File: config.mk
export PLATFORM = sky130hd
export DESIGN_NAME = ex_wb_pipe_buf_flat
export DESIGN_NICKNAME = d
export VERILOG_FILES = /design/src/rtl/ex_wb_pkg.sv /design/src/rtl/ex_wb_pipe_buf_if.sv /design/src/rtl/ex_wb_fwd_match.sv /design/src/rtl/ex_wb_pipe_buf.sv /design/src/flat_wrapper.sv
export SDC_FILE = /design/constraint.sdc
export NUM_CORES = 1
export LEC_CHECK = 0
export CORE_AREA = 2 2 79 81
export DETAILED_ROUTE_END_ITERATION = 10
export DIE_AREA = 0 0 81 83
export PLACE_DENSITY = 0.71
export SLEW_MARGIN = 20
export SYNTH_ARGS = -nofsm -noshare
export SYNTH_HDL_FRONTEND = slang
export SYNTH_SLANG_ARGS = --single-unit
File: constraint.sdc
create_clock -name Clk -period 3 [get_ports Clk]
set_input_delay 0.9 -clock Clk [delete_from_list [all_inputs] [get_ports Clk]]
set_output_delay 0.9 -clock Clk [all_outputs]
set_load 0.1 [all_outputs]
File: src/rtl/ex_wb_pkg.sv
// Shared definitions for the EX->WB elastic pipeline stage.
// Default widths, and the payload layout carried from EX to WB.
package ex_wb_pkg;

    localparam int DATA_W_DEF     = 8;
    localparam int REG_ADDR_W_DEF = 3;
    localparam int FWD_PORTS_DEF  = 2;

    typedef struct packed {
        logic [DATA_W_DEF-1:0]     shift_result;
        logic [DATA_W_DEF-1:0]     data1;
        logic                      reg_write;
        logic                      sm_ctrl;
        logic [REG_ADDR_W_DEF-1:0] wr_reg_num;
    } ex_wb_payload_t;

endpackage

File: src/rtl/ex_wb_pipe_buf_if.sv
// Bundle of the EX-side, WB-side and forwarding-lookup signals of ex_wb_pipe_buf.
// The stage itself uses the slave modport; the surrounding pipeline uses master.
interface ex_wb_pipe_buf_if #(
    parameter int DATA_W     = ex_wb_pkg::DATA_W_DEF,
    parameter int REG_ADDR_W = ex_wb_pkg::REG_ADDR_W_DEF,
    parameter int FWD_PORTS  = ex_wb_pkg::FWD_PORTS_DEF
) ();

    logic                            flush;

    logic                            in_valid;
    logic                            in_ready;
    logic [DATA_W-1:0]               in_shift_result;
    logic [DATA_W-1:0]               in_data1;
    logic                            in_reg_write;
    logic                            in_sm_ctrl;
    logic [REG_ADDR_W-1:0]           in_wr_reg_num;

    logic                            out_valid;
    logic                            out_ready;
    logic [DATA_W-1:0]               out_shift_result;
    logic [DATA_W-1:0]               out_data1;
    logic                            out_reg_write;
    logic                            out_sm_ctrl;
    logic [REG_ADDR_W-1:0]           out_wr_reg_num;
    logic [DATA_W-1:0]               out_wb_data;

    logic [FWD_PORTS*REG_ADDR_W-1:0] fwd_rs_num;
    logic [FWD_PORTS-1:0]            fwd_hit;
    logic [FWD_PORTS*DATA_W-1:0]     fwd_data;

    modport slave (
        input  flush,
        input  in_valid, in_shift_result, in_data1, in_reg_write, in_sm_ctrl, in_wr_reg_num,
        output in_ready,
        output out_valid, out_shift_result, out_data1, out_reg_write, out_sm_ctrl,
        output out_wr_reg_num, out_wb_data,
        input  out_ready,
        input  fwd_rs_num,
        output fwd_hit, fwd_data
    );

    modport master (
        output flush,
        output in_valid, in_shift_result, in_data1, in_reg_write, in_sm_ctrl, in_wr_reg_num,
        input  in_ready,
        input  out_valid, out_shift_result, out_data1, out_reg_write, out_sm_ctrl,
        input  out_wr_reg_num, out_wb_data,
        output out_ready,
        output fwd_rs_num,
        input  fwd_hit, fwd_data
    );

endinterface

File: src/rtl/ex_wb_fwd_match.sv
// One forwarding lookup port: compares a source register against the main and
// skid entries and returns the youngest matching write-back value.
module ex_wb_fwd_match import ex_wb_pkg::*; #(
    parameter int DATA_W     = DATA_W_DEF,
    parameter int REG_ADDR_W = REG_ADDR_W_DEF
) (
    input  logic [REG_ADDR_W-1:0] rs_num,
    input  logic                  main_valid,
    input  logic                  main_reg_write,
    input  logic [REG_ADDR_W-1:0] main_num,
    input  logic [DATA_W-1:0]     main_wb_data,
    input  logic                  skid_valid,
    input  logic                  skid_reg_write,
    input  logic [REG_ADDR_W-1:0] skid_num,
    input  logic [DATA_W-1:0]     skid_wb_data,
    output logic                  hit,
    output logic [DATA_W-1:0]     data
);

    logic skid_match;
    logic main_match;

    assign skid_match = skid_valid & skid_reg_write & (skid_num == rs_num);
    assign main_match = main_valid & main_reg_write & (main_num == rs_num);

    // The skid entry was accepted after the main entry, so it holds the newer value.
    always_comb begin
        hit  = skid_match | main_match;
        data = '0;
        if (skid_match) begin
            data = skid_wb_data;
        end else if (main_match) begin
            data = main_wb_data;
        end
    end

endmodule

File: src/rtl/ex_wb_pipe_buf.sv
// Elastic EX->WB pipeline register with 2-entry skid buffer, flush and forwarding.
// Optional build macro EX_WB_PERF_CNT_EN adds a saturating 16-bit stall_cycles counter.
module ex_wb_pipe_buf import ex_wb_pkg::*; #(
    parameter int DATA_W     = DATA_W_DEF,
    parameter int REG_ADDR_W = REG_ADDR_W_DEF,
    parameter int FWD_PORTS  = FWD_PORTS_DEF
) (
    input  logic Clk,
    input  logic Reset,
    ex_wb_pipe_buf_if.slave bus
`ifdef EX_WB_PERF_CNT_EN
    ,
    output logic [15:0] stall_cycles
`endif
);

    typedef struct packed {
        logic [DATA_W-1:0]     shift_result;
        logic [DATA_W-1:0]     data1;
        logic                  reg_write;
        logic                  sm_ctrl;
        logic [REG_ADDR_W-1:0] wr_reg_num;
    } payload_t;

    payload_t          in_payload;
    payload_t          main_q;
    payload_t          skid_q;
    logic              main_valid;
    logic              skid_valid;
    logic              accept;
    logic              consume;
    logic [DATA_W-1:0] main_wb_data;
    logic [DATA_W-1:0] skid_wb_data;

    assign in_payload = '{
        shift_result: bus.in_shift_result,
        data1:        bus.in_data1,
        reg_write:    bus.in_reg_write,
        sm_ctrl:      bus.in_sm_ctrl,
        wr_reg_num:   bus.in_wr_reg_num
    };

    assign bus.in_ready = !skid_valid;
    assign accept       = bus.in_valid & !skid_valid;
    assign consume      = main_valid & bus.out_ready;

    // A full skid blocks accept, so a refill from skid never sees a new input.
    // Flush keeps the payload bits; only the valid flags are cleared.
    always_ff @(posedge Clk) begin
        if (Reset) begin
            main_q     <= '0;
            skid_q     <= '0;
            main_valid <= 1'b0;
            skid_valid <= 1'b0;
        end else if (bus.flush) begin
            main_valid <= 1'b0;
            skid_valid <= 1'b0;
        end else if (!main_valid || consume) begin
            if (skid_valid) begin
                main_q     <= skid_q;
                main_valid <= 1'b1;
                skid_valid <= 1'b0;
            end else begin
                main_q     <= in_payload;
                main_valid <= accept;
            end
        end else if (accept) begin
            skid_q     <= in_payload;
            skid_valid <= 1'b1;
        end
    end

    assign main_wb_data = main_q.sm_ctrl ? main_q.shift_result : main_q.data1;
    assign skid_wb_data = skid_q.sm_ctrl ? skid_q.shift_result : skid_q.data1;

    assign bus.out_valid        = main_valid;
    assign bus.out_shift_result = main_q.shift_result;
    assign bus.out_data1        = main_q.data1;
    assign bus.out_reg_write    = main_q.reg_write & main_valid;
    assign bus.out_sm_ctrl      = main_q.sm_ctrl;
    assign bus.out_wr_reg_num   = main_q.wr_reg_num;
    assign bus.out_wb_data      = main_wb_data;

    logic [FWD_PORTS-1:0]        fwd_hit;
    logic [FWD_PORTS*DATA_W-1:0] fwd_data;

    for (genvar k = 0; k < FWD_PORTS; k++) begin : g_fwd
        ex_wb_fwd_match #(
            .DATA_W     (DATA_W),
            .REG_ADDR_W (REG_ADDR_W)
        ) u_match (
            .rs_num         (bus.fwd_rs_num[k*REG_ADDR_W +: REG_ADDR_W]),
            .main_valid     (main_valid),
            .main_reg_write (main_q.reg_write),
            .main_num       (main_q.wr_reg_num),
            .main_wb_data   (main_wb_data),
            .skid_valid     (skid_valid),
            .skid_reg_write (skid_q.reg_write),
            .skid_num       (skid_q.wr_reg_num),
            .skid_wb_data   (skid_wb_data),
            .hit            (fwd_hit[k]),
            .data           (fwd_data[k*DATA_W +: DATA_W])
        );
    end

    assign bus.fwd_hit  = fwd_hit;
    assign bus.fwd_data = fwd_data;

`ifdef EX_WB_PERF_CNT_EN
    logic [15:0] stall_q;

    // Counts cycles where WB holds a valid entry it will not take; flush leaves it alone.
    always_ff @(posedge Clk) begin
        if (Reset) begin
            stall_q <= 16'd0;
        end else if (main_valid && !bus.out_ready && stall_q != 16'hFFFF) begin
            stall_q <= stall_q + 16'd1;
        end
    end

    assign stall_cycles = stall_q;
`endif

endmodule

File: src/flat_wrapper.sv
// flat-port wrapper written by rule: the top's interface ports become plain ports
module ex_wb_pipe_buf_flat import ex_wb_pkg::*;
#(
    parameter int DATA_W     = DATA_W_DEF,
    parameter int REG_ADDR_W = REG_ADDR_W_DEF,
    parameter int FWD_PORTS  = FWD_PORTS_DEF
)
  (Clk, Reset, bus_flush, bus_in_valid, bus_in_shift_result, bus_in_data1, bus_in_reg_write, bus_in_sm_ctrl, bus_in_wr_reg_num, bus_in_ready, bus_out_valid, bus_out_shift_result, bus_out_data1, bus_out_reg_write, bus_out_sm_ctrl, bus_out_wr_reg_num, bus_out_wb_data, bus_out_ready, bus_fwd_rs_num, bus_fwd_hit, bus_fwd_data);
  ex_wb_pipe_buf_if #(.DATA_W(DATA_W), .REG_ADDR_W(REG_ADDR_W), .FWD_PORTS(FWD_PORTS)) bus_i ();
  input  logic Clk;
  input  logic Reset;
  input wire logic [$bits(bus_i.flush)-1:0] bus_flush;
  input wire logic [$bits(bus_i.in_valid)-1:0] bus_in_valid;
  input wire logic [$bits(bus_i.in_shift_result)-1:0] bus_in_shift_result;
  input wire logic [$bits(bus_i.in_data1)-1:0] bus_in_data1;
  input wire logic [$bits(bus_i.in_reg_write)-1:0] bus_in_reg_write;
  input wire logic [$bits(bus_i.in_sm_ctrl)-1:0] bus_in_sm_ctrl;
  input wire logic [$bits(bus_i.in_wr_reg_num)-1:0] bus_in_wr_reg_num;
  output wire logic [$bits(bus_i.in_ready)-1:0] bus_in_ready;
  output wire logic [$bits(bus_i.out_valid)-1:0] bus_out_valid;
  output wire logic [$bits(bus_i.out_shift_result)-1:0] bus_out_shift_result;
  output wire logic [$bits(bus_i.out_data1)-1:0] bus_out_data1;
  output wire logic [$bits(bus_i.out_reg_write)-1:0] bus_out_reg_write;
  output wire logic [$bits(bus_i.out_sm_ctrl)-1:0] bus_out_sm_ctrl;
  output wire logic [$bits(bus_i.out_wr_reg_num)-1:0] bus_out_wr_reg_num;
  output wire logic [$bits(bus_i.out_wb_data)-1:0] bus_out_wb_data;
  input wire logic [$bits(bus_i.out_ready)-1:0] bus_out_ready;
  input wire logic [$bits(bus_i.fwd_rs_num)-1:0] bus_fwd_rs_num;
  output wire logic [$bits(bus_i.fwd_hit)-1:0] bus_fwd_hit;
  output wire logic [$bits(bus_i.fwd_data)-1:0] bus_fwd_data;
  assign bus_i.flush = bus_flush;
  assign bus_i.in_valid = bus_in_valid;
  assign bus_i.in_shift_result = bus_in_shift_result;
  assign bus_i.in_data1 = bus_in_data1;
  assign bus_i.in_reg_write = bus_in_reg_write;
  assign bus_i.in_sm_ctrl = bus_in_sm_ctrl;
  assign bus_i.in_wr_reg_num = bus_in_wr_reg_num;
  assign bus_in_ready = bus_i.in_ready;
  assign bus_out_valid = bus_i.out_valid;
  assign bus_out_shift_result = bus_i.out_shift_result;
  assign bus_out_data1 = bus_i.out_data1;
  assign bus_out_reg_write = bus_i.out_reg_write;
  assign bus_out_sm_ctrl = bus_i.out_sm_ctrl;
  assign bus_out_wr_reg_num = bus_i.out_wr_reg_num;
  assign bus_out_wb_data = bus_i.out_wb_data;
  assign bus_i.out_ready = bus_out_ready;
  assign bus_i.fwd_rs_num = bus_fwd_rs_num;
  assign bus_fwd_hit = bus_i.fwd_hit;
  assign bus_fwd_data = bus_i.fwd_data;
  ex_wb_pipe_buf #(.DATA_W(DATA_W), .REG_ADDR_W(REG_ADDR_W), .FWD_PORTS(FWD_PORTS)) u_core (.Clk(Clk), .Reset(Reset), .bus(bus_i));
endmodule
==> flow_summary.json, run 1 <==
{
  "finClkSkew_ns": 0.00669,
  "numClockSinks": 44,
  "synth-xor-area-share": 0.0460,
  "drcViolationCount": 0,
  "wirelength_mm": 6.58,
  "slowest_delay_ns": 0.39,
  "gp_congestion": 0.774,
  "cp_common_cell": "buf_12",
  "synth_area_leaders": "dfxtp_1 39%, mux2i_1 16%, a211oi_1 7.2%, nand2_1 6.9%, a21oi_1 4.8%",
  "synth_top_family_by_area": "compound AO/OA/AOI/OAI gates",
  "diodes": 0,
  "synth_area_per_cell_um2": 8.69,
  "cts_max_level": 2,
  "yosys.area_share.simple": 0.167,
  "vias": 2186,
  "layout-drive-gt1-share": 0.348,
  "tightest_slew_ns": 0.657,
  "end_kind": "output pin",
  "power_leakage_nw": 1.35,
  "holdBufCountCts": 0,
  "cts_buffer_depth": 2,
  "seq_area_frac_synth": 0.385,
  "utilization": 0.658,
  "grt_use_total": 0.192,
  "fmax_mhz": 322,
  "cp-start-kind": "input port",
  "antenna_left": 0,
  "synth_top_area_share": 0.385,
  "synth_top_cell_by_area": "dfxtp_1",
  "crit_slowest_cell": "nor4_4",
  "fill_cells": 485,
  "rows": 28,
  "place_hpwl_mm": 4.51,
  "insertion_delay_ns": 0.30,
  "antenna_found_initial": 0,
  "cap_violations": 0,
  "max_slew_margin": 0.549,
  "portBuffers": 80,
  "cts_tree": "done",
  "syn-cell-area_mm2": 0.00229,
  "io_pins": 81,
  "setup_ws_ns": -0.104,
  "worstHoldPathType": "flip-flop to flip-flop",
  "syn_nets": 295,
  "finalCriticalPeriod_ns": 3.10,
  "core_mm2": 0.00582,
  "syn_inst": 263,
  "cp_cell_sequence": "buf_8 > xor2_4 > nor4_4 > nand2_4 > buf_12 > o22ai_4 > buf_12",
  "die_h_um": 83,
  "synth-seq-cells": 44,
  "die-area_mm2": 0.00672,
  "grt_max_degree": 45,
  "outcome": "finished with violations",
  "first_global_vias": 2094,
  "cp_num_buf_inv": 3,
  "power_density_mw_per_mm2": 391,
  "period_share": 1.03,
  "rsz0062_at_grt": "true",
  "cts_root_buf": "clkbuf_8",
  "path_class": "input port to output pin",
  "ys_warn_count": 0,
  "cts_made_buffers": 5,
  "critPathTopFamily": "simple AND/OR/NAND/NOR gates",
  "hold_viol_final": 0,
  "post_drt_wl_per_cell_um": 15.4,
  "synth_mux_area_frac": 0.158,
  "area_delta_synth_final_pct": 67.3,
  "grt-ovfl-total": 0,
  "maxSlewViolCount": 0,
  "synth_compound_area_frac": 0.175,
  "p_total_mw": 1.49,
  "drtIter0Drc": 97,
  "initial_utilization": 0.393,
  "crit_fanout": 8,
  "violations": "negative setup slack",
  "vias_per_cell": 5.13,
  "nets": 383,
  "clkTransAtPathRegs_ns": 0.08,
  "critical_path_arrival_ns": 2.20,
  "grt_pass1_wl_mm": 10.2,
  "ir_drop_v": 0.000244,
  "setup_viol": 9,
  "whs_ns": 0.465,
  "synth_fa_ha_area_frac": 0,
  "die_w_um": 81,
  "worstPathRequired_ns": 2.10,
  "dr.pass1.iters": 4,
  "yosysUniqueCellTypes": 27
}
-- cell type report --
| class | count | area, um^2 | area share |
|---|---|---|---|
| timing repair buffer | 101 | 1140 | 0.299 |
| clock inverter | 2 | 12.5 | 0.00327 |
| multi-input combinational | 189 | 1580 | 0.414 |
| inverter | 10 | 37.5 | 0.00981 |
| tap | 75 | 93.8 | 0.0245 |
| sequential | 44 | 887 | 0.232 |
| clock buffer | 5 | 68.8 | 0.0180 |
-- worst paths after layout --
| kind | start | to | slack, ns | cells after the start |
|---|---|---|---|---|
| worst max-delay path | bus_fwd_rs_num[2] | bus_fwd_data[3] | -0.10 | 7 |
| worst max register to register | u_core.skid_valid | u_core.skid_q[5] | 1.53 | 6 |
| worst min-delay path | u_core.skid_q[4] | u_core.skid_q[4] | 0.47 | 2 |
| worst min register to register | u_core.skid_q[4] | u_core.skid_q[4] | 0.47 | 2 |
-- synthesized netlist by cell type --
| library cell | count |
|---|---|
| inv_1 | 10 |
| xnor2_1 | 6 |
| o41ai_1 | 2 |
| o22ai_1 | 15 |
| nand4_4 | 2 |
| nand3_1 | 1 |
| mux2i_1 | 36 |
| and2_2 | 1 |
| nor2_4 | 1 |
| a21oi_1 | 22 |
| clkbuf_1 | 4 |
| nand2_2 | 3 |
| nand2_1 | 42 |
| buf_1 | 1 |
| dfxtp_1 | 44 |
| nor2_1 | 23 |
| buf_2 | 6 |
| buf_4 | 8 |
| and2b_4 | 1 |
| o22ai_2 | 1 |
| buf_6 | 1 |
| and3_1 | 1 |
| a211oi_1 | 22 |
| xor2_1 | 6 |
| nor4_2 | 2 |
| nand2b_1 | 1 |
| nor4_1 | 1 |
-- placed cells by master (no fill, tap or decap), types with 2 or more instances in the layout --
| master | netlist | routed |
|---|---|---|
| buf_4 | 8 | 45 |
| nand2_1 | 42 | 42 |
| dfxtp_1 | 44 | 39 |
| mux2i_1 | 36 | 36 |
| clkdlybuf4s50_1 | 0 | 25 |
| nor2_1 | 23 | 23 |
| a21oi_1 | 22 | 22 |
| a211oi_1 | 22 | 22 |
| buf_12 | 0 | 22 |
| o22ai_4 | 0 | 16 |
| inv_1 | 10 | 10 |
| clkbuf_8 | 0 | 5 |
| buf_8 | 0 | 5 |
| dfxtp_2 | 0 | 5 |
| xnor2_1 | 6 | 4 |
| xor2_4 | 0 | 3 |
| xor2_2 | 0 | 3 |
| buf_6 | 1 | 3 |
| xnor2_2 | 0 | 2 |
| nand4_4 | 2 | 2 |
| nor4_4 | 0 | 2 |
| nand2_4 | 0 | 2 |
| o41ai_1 | 2 | 2 |
-- cells by family (layout without fill, tap and decap cells) --
group,after synthesis,count (layout)
xor gates and xnor gates,12,12
and+or+nand+nor,79,79
AOI/OAI and AO/OA,62,62
DFF,44,44
buffers and inverters,30,118
muxes,36,36
-- flip-flops by register name, indices dropped and copies added, names as in the netlist --
register,cells
u_core.bus.out_data1,8
u_core.bus.out_shift_result,8
u_core.bus.out_sm_ctrl,1
u_core.bus.out_valid,1
u_core.bus.out_wr_reg_num,3
u_core.main_q,1
u_core.skid_q,21
u_core.skid_valid,1
-- stage by stage --
step	cell area (um^2)	setup slack (ns)	setup TNS, ns	instances
6_report	3820	-0.104	-0.762	426
5_1_grt	3820	-0.142	-1.02	426
4_1_cts	3740	-0.0201	-0.0224	422
3_5_place_dp	3530	-0.519	-7.96	409
3_3_place_gp	3530	-0.486	-7.58	409
2_1_floorplan	2530	-0.103	-1.44	263
-- worst min-delay path: stages, from the launching register on --
cell     delay [ns]
dfxtp_1        0.31
nand2_1        0.05
a21oi_1        0.06
-- where the power goes --
group	internal (mW)	switching (mW)
combinational	0.142	0.351
sequential	0.609	0.0291
clock	0.158	0.205
-- layer usage --
metal | up-vias | global-route usage | part of all wire
li1 | 1096 | - | -
met1 | 1008 | 0.233 | 0.41
met2 | 69 | 0.336 | 0.51
met3 | 13 | 0.0337 | 0.058
met4 | 0 | 0.0678 | 0.022
met5 | - | 0 | 0
-- what timing repair did --
action / in CTS / in global routing
pin swaps: 7 / 6
gates resized for setup: 43 / 10
setup buffers: 6 / 4
endpoints found under the setup margin: 18 / 15
(Power assumes the default switching activity.)
==> run 2, diff against run 1 <==
SLEW_MARGIN = 10   (was 20)
==> results of run 2 <==
The final DEF is identical to that of run 1; final timing and power are the same.
==> run 3, diff against run 2 <==
REMOVE_ABC_BUFFERS = 1   (was unset)
SKIP_CTS_REPAIR_TIMING = 1   (was unset)
==> flow_summary.json, run 3 (synthesis gave the netlist of run 1 again) <==
{
  "fill_cells": 497,
  "placed_area_mm2": 0.00342,
  "worstSetupStartpoint": "bus_fwd_rs_num[1]",
  "io_pins": 81,
  "nets": 383,
  "first_global_vias": 2138,
  "numClockSinks": 44,
  "reg2reg_from": "u_core.skid_valid",
  "post_drt_wl_per_cell_um": 15.4,
  "worstHoldPathType": "flip-flop to flip-flop",
  "cts_buffer_depth": 2,
  "cap_violations": 0,
  "portBuffers": 80,
  "clkPwrFrac": 0.293,
  "finalCriticalPeriod_ns": 3.05,
  "worstPathRequired_ns": 2.10,
  "largest_reg_flops": 21,
  "rows": 28,
  "die_h_um": 83,
  "insertion_delay_ns": 0.29,
  "vias": 2217,
  "grt_pass1_wl_mm": 10.2,
  "die-area_mm2": 0.00672,
  "antenna_found_initial": 0,
  "cts_made_buffers": 5,
  "critical_path_arrival_ns": 2.15,
  "cts_max_level": 2,
  "layout-drive-gt1-share": 0.324,
  "utilization": 0.652,
  "period_share": 1.02,
  "power_leakage_nw": 1.40,
  "core_mm2": 0.00582,
  "mostFrequentLayoutCells": "44 x dfxtp_1, 42 x nand2_1, 40 x buf_4",
  "pwr-share-comb": 0.314,
  "wirelength_mm": 6.56,
  "p_sw_frac": 0.358,
  "grt_use_total": 0.192,
  "grt_max_degree": 45,
  "cp-start-kind": "input port",
  "vias_per_cell": 5.19,
  "gp_congestion": 0.753,
  "multi_input_comb_area_mm2": 0.00146,
  "crit_fanout": 8,
  "cts_tree": "done",
  "drtIter0Drc": 101,
  "path_class": "input port to output pin",
  "cts_root_buf": "clkbuf_8",
  "finClkSkew_ns": 0.0101,
  "grt-ovfl-total": 0,
  "violations": "negative setup slack",
  "seq_area_um2": 881,
  "outcome": "finished with violations",
  "rsz0062_at_grt": "true",
  "area_delta_synth_final_pct": 65.8,
  "clkTransAtPathRegs_ns": 0.08,
  "fmax_mhz": 328,
  "dr.pass1.iters": 6,
  "final_common_cell": "dfxtp_1",
  "setup_viol": 10,
  "hold_viol_final": 0,
  "min_from": "u_core.skid_q[4]",
  "drcViolationCount": 0,
  "power.switching_uw": 577,
  "initial_utilization": 0.393,
  "stdcell_area_mm2": 0.00379,
  "diodes": 0,
  "ir_drop_v": 0.000307,
  "max_slew_margin": 0.621,
  "die_w_um": 81,
  "maxSlewViolCount": 0,
  "place_hpwl_mm": 4.42,
  "end_kind": "output pin",
  "p_seq_frac": 0.393,
  "regMostFlops": "u_core.skid_q",
  "tightest_slew_ns": 0.568,
  "intPower_mw": 1.04,
  "antenna_left": 0,
  "setup_ws_ns": -0.0497,
  "power_density_mw_per_mm2": 426
}
run 3: cell count changes in the layout (fill, tap and decap cells not counted), sizes merged:
cell | before | now
dlymetal6s2s | 0 | 2
clkinvlp | 1 | 0
bufinv | 0 | 1
clkbuf | 5 | 8
buf | 76 | 72
run 3: path summary, 6_finish.rpt:
kind	to	slack, ns	depth (start not counted)
max reg2reg	u_core.skid_q[14]	1.48	6
min	u_core.skid_q[4]	0.46	2
min reg2reg	u_core.skid_q[4]	0.46	2
max	bus_fwd_data[3]	-0.05	7
run 3: power by group through the flow:
stage                     Clock [mW]  Sequential, mW  Combinational, mW
after floorplan                    0           0.793              0.167
after global placement             0           0.644              0.482
after detailed placement           0           0.645              0.486
after CTS                      0.479           0.631              0.488
after global routing           0.502           0.638              0.527
final                          0.473           0.634              0.506
run 3: layout make-up:
type,instances,area share
repair buffers,101,0.315
inverters,10,0.00990
multi-input cells,189,0.386
clock inverters,2,0.0102
well taps,75,0.0248
flip-flops and latches,44,0.232
clock buffers,6,0.0218
run 3: metrics by stage:
step	std cells	power [mW]	hold WS [ns]	setup TNS (ns)	worst slack, ns
6_report	427	1.61	0.460	-0.210	-0.0497
5_1_grt	427	1.67	0.478	-1.01	-0.121
4_1_cts	425	1.60	0.459	-7.57	-0.475
3_5_place_dp	417	1.13	0.448	-7.25	-0.463
3_3_place_gp	417	1.13	0.439	-7.26	-0.459
2_1_floorplan	243	0.960	0.426	-20.56	-2.28
run 3: layer usage:
layer,part of all wire,routed length [um],global-route usage,vias to the layer above
li1,-,-,-,1102
met1,0.44,2880,0.255,1049
met5,0,0,0,-
met3,0.054,355,0.0424,2
met2,0.50,3310,0.319,64
met4,0.0023,15,0.0354,0
run 3: worst max-delay path: stages:
cell and delay [ns]:
buf_8 0.11, xor2_4 0.15, nor4_4 0.31, nand2_4 0.18
o22ai_2 0.19, buf_4 0.14, buf_12 0.16
